==> src/rtl/id_stage_fwd.sv <==
// Decode stage: register file, EX/MEM/WB forwarding, load-use stall, early branch compare; ID/EX register adds 1 cycle.
// A load-use hazard holds PC and IF/ID via stall for one cycle and sends a bubble to EX; flush overrides stall.
module id_stage_fwd #(
  parameter int DW = 32,
  parameter int AW = 5
) (
  input  logic          clk,
  input  logic          clrn,
  input  logic [31:0]   pc4,
  input  logic [31:0]   inst,
  input  logic          d_wreg,
  input  logic          d_m2reg,
  input  logic          d_wmem,
  input  logic          d_aluimm,
  input  logic          d_shift,
  input  logic          d_regrt,
  input  logic          d_sext,
  input  logic [2:0]    d_aluc,
  input  logic          d_usesrs,
  input  logic          d_usesrt,
  input  logic          ex_wreg,
  input  logic          ex_m2reg,
  input  logic [AW-1:0] ex_rn,
  input  logic [DW-1:0] ex_alu,
  input  logic          mem_wreg,
  input  logic          mem_m2reg,
  input  logic [AW-1:0] mem_rn,
  input  logic [DW-1:0] mem_alu,
  input  logic [DW-1:0] mem_mdo,
  input  logic          wb_wreg,
  input  logic [AW-1:0] wb_rn,
  input  logic [DW-1:0] wdi,
  input  logic          flush,
  output logic          stall,
  output logic          rsrtequ,
  output logic [31:0]   bpc,
  output logic [31:0]   jpc,
  output logic          e_valid,
  output logic          e_wreg,
  output logic          e_m2reg,
  output logic          e_wmem,
  output logic          e_aluimm,
  output logic          e_shift,
  output logic [2:0]    e_aluc,
  output logic [AW-1:0] e_rn,
  output logic [DW-1:0] e_a,
  output logic [DW-1:0] e_b,
  output logic [DW-1:0] e_imm,
  output logic [15:0]   perf_stall
);

  logic [AW-1:0] rs, rt, rd, rn;
  logic [DW-1:0] regs [2**AW];
  logic [DW-1:0] opa, opb, imm;
  logic          hazard;
  logic          unused_ok;

  assign rs = AW'(inst[9:5]);
  assign rt = AW'(inst[4:0]);
  assign rd = AW'(inst[14:10]);
  assign rn = d_regrt ? rt : rd;
  assign unused_ok = ^inst[31:26];

  // Entry 0 is cleared on reset and never written, so it always reads zero.
  always_ff @(posedge clk or negedge clrn) begin
    if (!clrn) begin
      for (int i = 0; i < 2**AW; i++) regs[i] <= '0;
    end else if (wb_wreg && wb_rn != '0) begin
      regs[wb_rn] <= wdi;
    end
  end

  function automatic logic [DW-1:0] fwd(input logic [AW-1:0] r, input logic [DW-1:0] rf);
    if (r == '0)                             return '0;
    if (ex_wreg && !ex_m2reg && ex_rn == r)  return ex_alu;
    if (mem_wreg && mem_rn == r)             return mem_m2reg ? mem_mdo : mem_alu;
    if (wb_wreg && wb_rn == r)               return wdi;
    return rf;
  endfunction

  assign opa = fwd(rs, regs[rs]);
  assign opb = fwd(rt, regs[rt]);

  assign rsrtequ = (opa == opb);
  assign imm     = {{(DW-16){d_sext & inst[25]}}, inst[25:10]};
  assign bpc     = pc4 + {{14{inst[25]}}, inst[25:10], 2'b00};
  assign jpc     = {pc4[31:28], inst[25:0], 2'b00};

  // A load in EX cannot be forwarded yet; wait one cycle for it to reach MEM.
  assign hazard = ex_wreg && ex_m2reg && ex_rn != '0 &&
                  ((d_usesrs && ex_rn == rs) || (d_usesrt && ex_rn == rt));
  assign stall  = hazard && !flush;

  always_ff @(posedge clk or negedge clrn) begin
    if (!clrn) begin
      e_valid  <= 1'b0;
      e_wreg   <= 1'b0;
      e_m2reg  <= 1'b0;
      e_wmem   <= 1'b0;
      e_aluimm <= 1'b0;
      e_shift  <= 1'b0;
      e_aluc   <= '0;
      e_rn     <= '0;
      e_a      <= '0;
      e_b      <= '0;
      e_imm    <= '0;
    end else if (flush || hazard) begin
      e_valid  <= 1'b0;
      e_wreg   <= 1'b0;
      e_m2reg  <= 1'b0;
      e_wmem   <= 1'b0;
      e_aluimm <= 1'b0;
      e_shift  <= 1'b0;
      e_aluc   <= '0;
      e_rn     <= '0;
      e_a      <= '0;
      e_b      <= '0;
      e_imm    <= '0;
    end else begin
      e_valid  <= 1'b1;
      e_wreg   <= d_wreg;
      e_m2reg  <= d_m2reg;
      e_wmem   <= d_wmem;
      e_aluimm <= d_aluimm;
      e_shift  <= d_shift;
      e_aluc   <= d_aluc;
      e_rn     <= rn;
      e_a      <= opa;
      e_b      <= opb;
      e_imm    <= imm;
    end
  end

  always_ff @(posedge clk or negedge clrn) begin
    if (!clrn)                         perf_stall <= '0;
    else if (stall && perf_stall != '1) perf_stall <= perf_stall + 16'd1;
  end

endmodule

==> config.mk <==
export PLATFORM = sky130hd
export DESIGN_NAME = id_stage_fwd
export DESIGN_NICKNAME = d
export VERILOG_FILES = /design/src/rtl/id_stage_fwd.sv
export SDC_FILE = /design/constraint.sdc
export NUM_CORES = 2
export LEC_CHECK = 0
export BUFFER_PORTS_ARGS = -buffer_cell sky130_fd_sc_hd__buf_2
export CAP_MARGIN = 20
export CORE_MARGIN = 4
export CORE_UTILIZATION = 39
export DETAILED_ROUTE_END_ITERATION = 8
export SLEW_MARGIN = 20
export SYNTH_ARGS = -nofsm -noshare
export SYNTH_HDL_FRONTEND = slang
export SYNTH_SLANG_ARGS = --single-unit
==> constraint.sdc <==
create_clock -name clk -period 3.5 [get_ports clk]
set_input_delay 0.525 -clock clk [delete_from_list [all_inputs] [get_ports clk]]
set_output_delay 0.525 -clock clk [all_outputs]
set_load 0.1 [all_outputs]
Word-level counts from Yosys, hierarchy flattened
Index checks and enable logic that the tools add are counted.

Bits in writable memories: 0. Bits in read-only memories: 0. Memories: 0. Latch bits: 0. Flip-flop bits (word level): 1150.

$lt $le $gt $ge: 4. Equal/unequal tests: 8. Muxes and demuxes: 58. Divide/modulo/power cells: 0. Reductions and logical operators: 24. $add $sub $neg: 2. Multiply operators: 0. Shifts and indexed selects: 0. Bitwise logic cells: 4.

Operators with widths (count): $bwmux W1024 (1); $mux W32 (25); $bmux W32 S5 (2); $demux W32 S5 (1); $add A32 B32 Y32 (1); $eq A32 B32 Y1 (1); $eq A5 B5 Y1 (6); $mux W1 (26); $ge A6 B6 Y1 const B (3); $not A5 Y6 (3); $add A16 B1 Y16 const B (1); $logic_and A1 B1 Y1 (16); $ne A16 B16 Y1 const B (1); $logic_not A5 Y1 (2); $mux W5 (2); $reduce_bool A5 Y1 (2); $lt A6 B1 Y1 const B (1); $mux W3 (1); $logic_not A1 Y1 (2); $logic_or A1 B1 Y1 (2); $and A1 B1 Y1 (1).

Depth between registers and ports, before layout
Word-level depth: 15. Gate-level depth with buffers: 15. Mapped depth without buffers: 13.

Worst setup path before layout
No wires, ideal clock.

Path type: input port to output port. From: in pc4[19]. To: out bpc[30]. Arrival time: 5890 ps. Cell stages on the path: 11. Data required time: 2975 ps. Path buffers: 0. Path slack: -2915 ps. Cells stage by stage: ha_1 -> a21o_1 -> a21o_1 -> a21o_1 -> a21o_1 -> a21oi_1 -> o21ai_0 -> or3_1 -> a211oi_1 -> nor2_1 -> o311ai_0.

Longest elaborated chain between the ends: 1.

Ends and longest elaborated chain: from (decl) (line 9) `input logic [31:0] pc4,`; $add A32 B32 Y32 (line 86) `assign bpc = pc4 + {{14{inst[25]}}, inst[25:10], 2'b00};`; to (decl) (line 36) `output logic [31:0] bpc,`.

No other way between the ends.

Worst setup path in the final report
From: in inst[4]. To: out rsrtequ.

Longest elaborated chain between the ends: 11. Elaborated cells between the ends (all ways): 29. Those cells by class: eq/ne (4); mux (20); bitwise (1); reduce/logical (4).

Ends and longest elaborated chain: from (decl) (line 10) `input logic [31:0] inst,`; parallel branches: the longest is 9 deep, another holds $bmux W32 S5; $mux W32 (*) (line 75) `if (ex_wreg && !ex_m2reg && ex_rn == r) return ex_alu;`; $eq A32 B32 Y1 (*) (line 84) `assign rsrtequ = (opa == opb);`; to (decl) (line 35) `output logic rsrtequ,`.

Mark *: on every way between the ends. The select of a mux whose other input is x is not followed.

==> qor.txt <==
Synth Flop Type - dfrtp_1
Syn Area/Cell - 13.96 um^2
clock sinks - 1135
Hold WS - 45.08 ps
Routed Antenna Nets - 0
dpl ws - -2106 ps
Pwr Total - 43.77 mW
Port Buffers - 406
ratio of cells with drive above 1 in the final layout - 58.71%
die area - 0.1665 mm^2
slowest CP cell - nor4_4
GRT Total Usage - 30.41%
total number of vias - 48006
Placed Instances - 7346
Largest delay share family, worst path - buffers and inverters
CP arrival - 4470 ps
Num CTS Buffers - 132
RSZ-0062 raised after global routing - true
setup slack on the worst flop-to-flop path - 930 ps
count of final hold-check violations - 0
Critical Path Fanout Max - 7
synthesized area - 0.06240 mm^2
core footprint - 0.1587 mm^2
cell area power density - 551.2 mW/mm^2
Final GP Congestion - 0.9605
CP Class - in -> out
min-delay src - inst[23]
Post-Synthesis Cells - 4469
DR pass1 iterations - 6
critical path launch point - inst[4]
Max Clock Freq - 0.2003 GHz
Slew Limit Headroom - 21.09%
clock root buffer - clkbuf_16
H-tree depth - 4
worst-case vdd ir drop - 534.6 uV
Hold Path Depth - 2
Hold Path Class - in -> reg
worst slew pin tran - 1184 ps
Final HPWL DP - 181100 um
routed length per instance - 33.71 um
Reg clk slew, reported paths - 60 ps
Final period util - 142.6%
# setup viols final - 5
Design Area, Final - 0.07940 mm^2
Area Overhead vs Synth - 27.26%
worst-case clock buffer depth - 3
commonest non-fill, non-tap cell in the layout - dfrtp_1
number of global-route vias before repair - 48513
Layout Utilization - 50.02%
P_leak - 35.60 nW
Seq/Total Area, Yosys - 45.52%
WP data required - 2970 ps
r2r startpoint - regs[774]$_DFFE_PN0P_
number of nets in the layout - 5701
GRT overflow - 0
critical path's largest stage delay - 580 ps
Initial Util - 39.31%
most used cell, CP - buf_4
failing checks - setup timing
minimum clock period - 4992 ps
I/O pin total - 419
Buf/Inv on CP - 9
DRC Markers - 0
die height - 408.0 um
CTS tree - built
CP Capture Type - output port
most frequent cells in the layout - 1135 x dfrtp_1, 1006 x mux2_2, 793 x buf_4, 502 x mux4_2, 367 x buf_2
outcome - finished with violations
crit-path cells - buf_2 -> buf_12 -> xor2_1 -> nor4_4 -> buf_4 -> buf_4 -> nand2_1 -> buf_4 -> buf_4 -> buf_4 -> o21ai_0 -> o221ai_1 -> o211ai_1 -> xnor2_1 -> o2111ai_1 -> nor4_4 -> buf_4 -> buf_12
CP startpoint kind - input port
R2R Path End - e_a[6]$_DFF_PN0_
fin cells - 7628
Yosys reg bits - 1135
Ys Warns - 0
number of distinct library cells after synthesis - 84
vias per std cell - 6.293
DRT iter0 DRCs - 5827
Reg2Reg Depth - 9
Die X - 408.0 um
Post-synth ARST share - 100.0%
WHS Endpoint - e_imm[13]$_DFF_PN0_
placed cell areas - 0.07386 mm^2
Max Clock Skew - 32.86 ps
final max-slew violation count - 0
Post-Route WL - 257100 um
clk_lat worst skew - 780 ps
Core Rows - 146
max cap viols - 0
initial antenna violation count - 36
Post-synth EDFFs - 0
post-route setup TNS - -1904 ps
first-pass GRT wire length - 364300 um
setup slack after layout - -1492 ps
largest net degree at the start of global routing - 128
==> worst reg2reg max path, cell delays in order, from the launching register on <==
cell and delay, ps:
dfrtp_1 400, mux4_2 460, mux2_2 310, o22ai_1 150, nor4_1 80, a211oi_1 370
a2111oi_0 140, a31oi_1 250, buf_4 200, nor2_1 50
==> worst max path at each step <==
stage	cells past startpoint	slack (ps)	end
5_1_grt	17	-1500	rsrtequ
3_5_place_dp	17	-2110	rsrtequ
2_1_floorplan	11	-890	rsrtequ
6_report	18	-1490	rsrtequ
3_3_place_gp	17	-2200	rsrtequ
4_1_cts	12	-1420	rsrtequ
==> routing by layer <==
| metal | part of all wire, % | vias up | track usage (%) |
|---|---|---|---|
| li1 | - | 19050 | - |
| met1 | 39 | 25252 | 41.10 |
| met2 | 44 | 3064 | 44.51 |
| met3 | 12 | 616 | 9.816 |
| met4 | 5.3 | 24 | 14.32 |
| met5 | 0.063 | - | 0 |
==> where the power goes <==
part           internal [mW]  switching (mW)  leakage (nW)
Combinational           6.22            6.11          18.8
Clock                   8.36            5.86          2.20
Sequential              15.5            1.73          14.6
Total                   30.1            13.7          35.6
==> sequential cells by signal (all words and copies together), names as in the netlist <==
signal / count
e_valid: 1
e_m2reg: 1
e_b: 32
regs: 1024
perf_stall: 16
e_wreg: 1
e_a: 32
e_wmem: 1
e_aluc: 3
e_rn: 5
e_shift: 1
e_aluimm: 1
e_imm: 17
==> what timing repair did <==
action,4_1_cts,5_1_grt
setup buffers,23,9
pin swaps,50,54
endpoints found under the setup margin,16,16
cloned,1,1
gates resized for setup,114,43
hold buffers,10,0
endpoints found under the hold margin,27,0
==> cells by family after synthesis <==
| logic type | Yosys count | share of synthesized area, % |
|---|---|---|
| multiplexers | 1604 | 37.97 |
| adder cells (fa/ha/maj) | 31 | 0.6337 |
| other | 1 | 0.006010 |
| flip-flops | 1135 | 45.52 |
| buffers and inverters | 533 | 4.434 |
| AND/OR/NAND/NOR | 551 | 4.243 |
| AO/OA/AOI/OAI | 515 | 5.805 |
| XOR/XNOR | 99 | 1.390 |
==> synthesized netlist by cell type (19+ instances only) <==
cell type	count	area [um^2]
nand3_1	79	395.4
mux2i_1	90	900.9
nand2_1	112	420.4
o221ai_1	19	166.4
mux2_2	1006	11330
dfrtp_1	1135	28400
and2_1	35	219.0
mux4_2	502	11310
nor2_1	188	705.7
buf_1	56	210.2
o21ai_0	73	365.4
inv_1	19	71.32
a211oi_1	39	292.8
buf_4	111	833.3
ha_1	30	375.4
xor2_1	39	341.6
a22oi_1	115	863.3
nor2b_1	22	137.6
clkbuf_1	241	904.6
o22ai_1	64	400.4
nor3_1	25	125.1
buf_6	21	236.5
buf_2	79	395.4
xnor2_1	60	525.5
a21oi_1	58	290.3
==> cell type report <==
cell class | count | area (um^2)
antenna | 10 | 25.02
timing repair buffer | 1353 | 11410
multi-input combinational | 2802 | 32460
tap | 2072 | 2592
fill | 13626 | 79340
sequential | 1135 | 28400
clock buffer | 183 | 3881
inverter | 19 | 71.32
clock inverter | 54 | 558.0
Note: power is estimated with default switching activity, not from simulation.
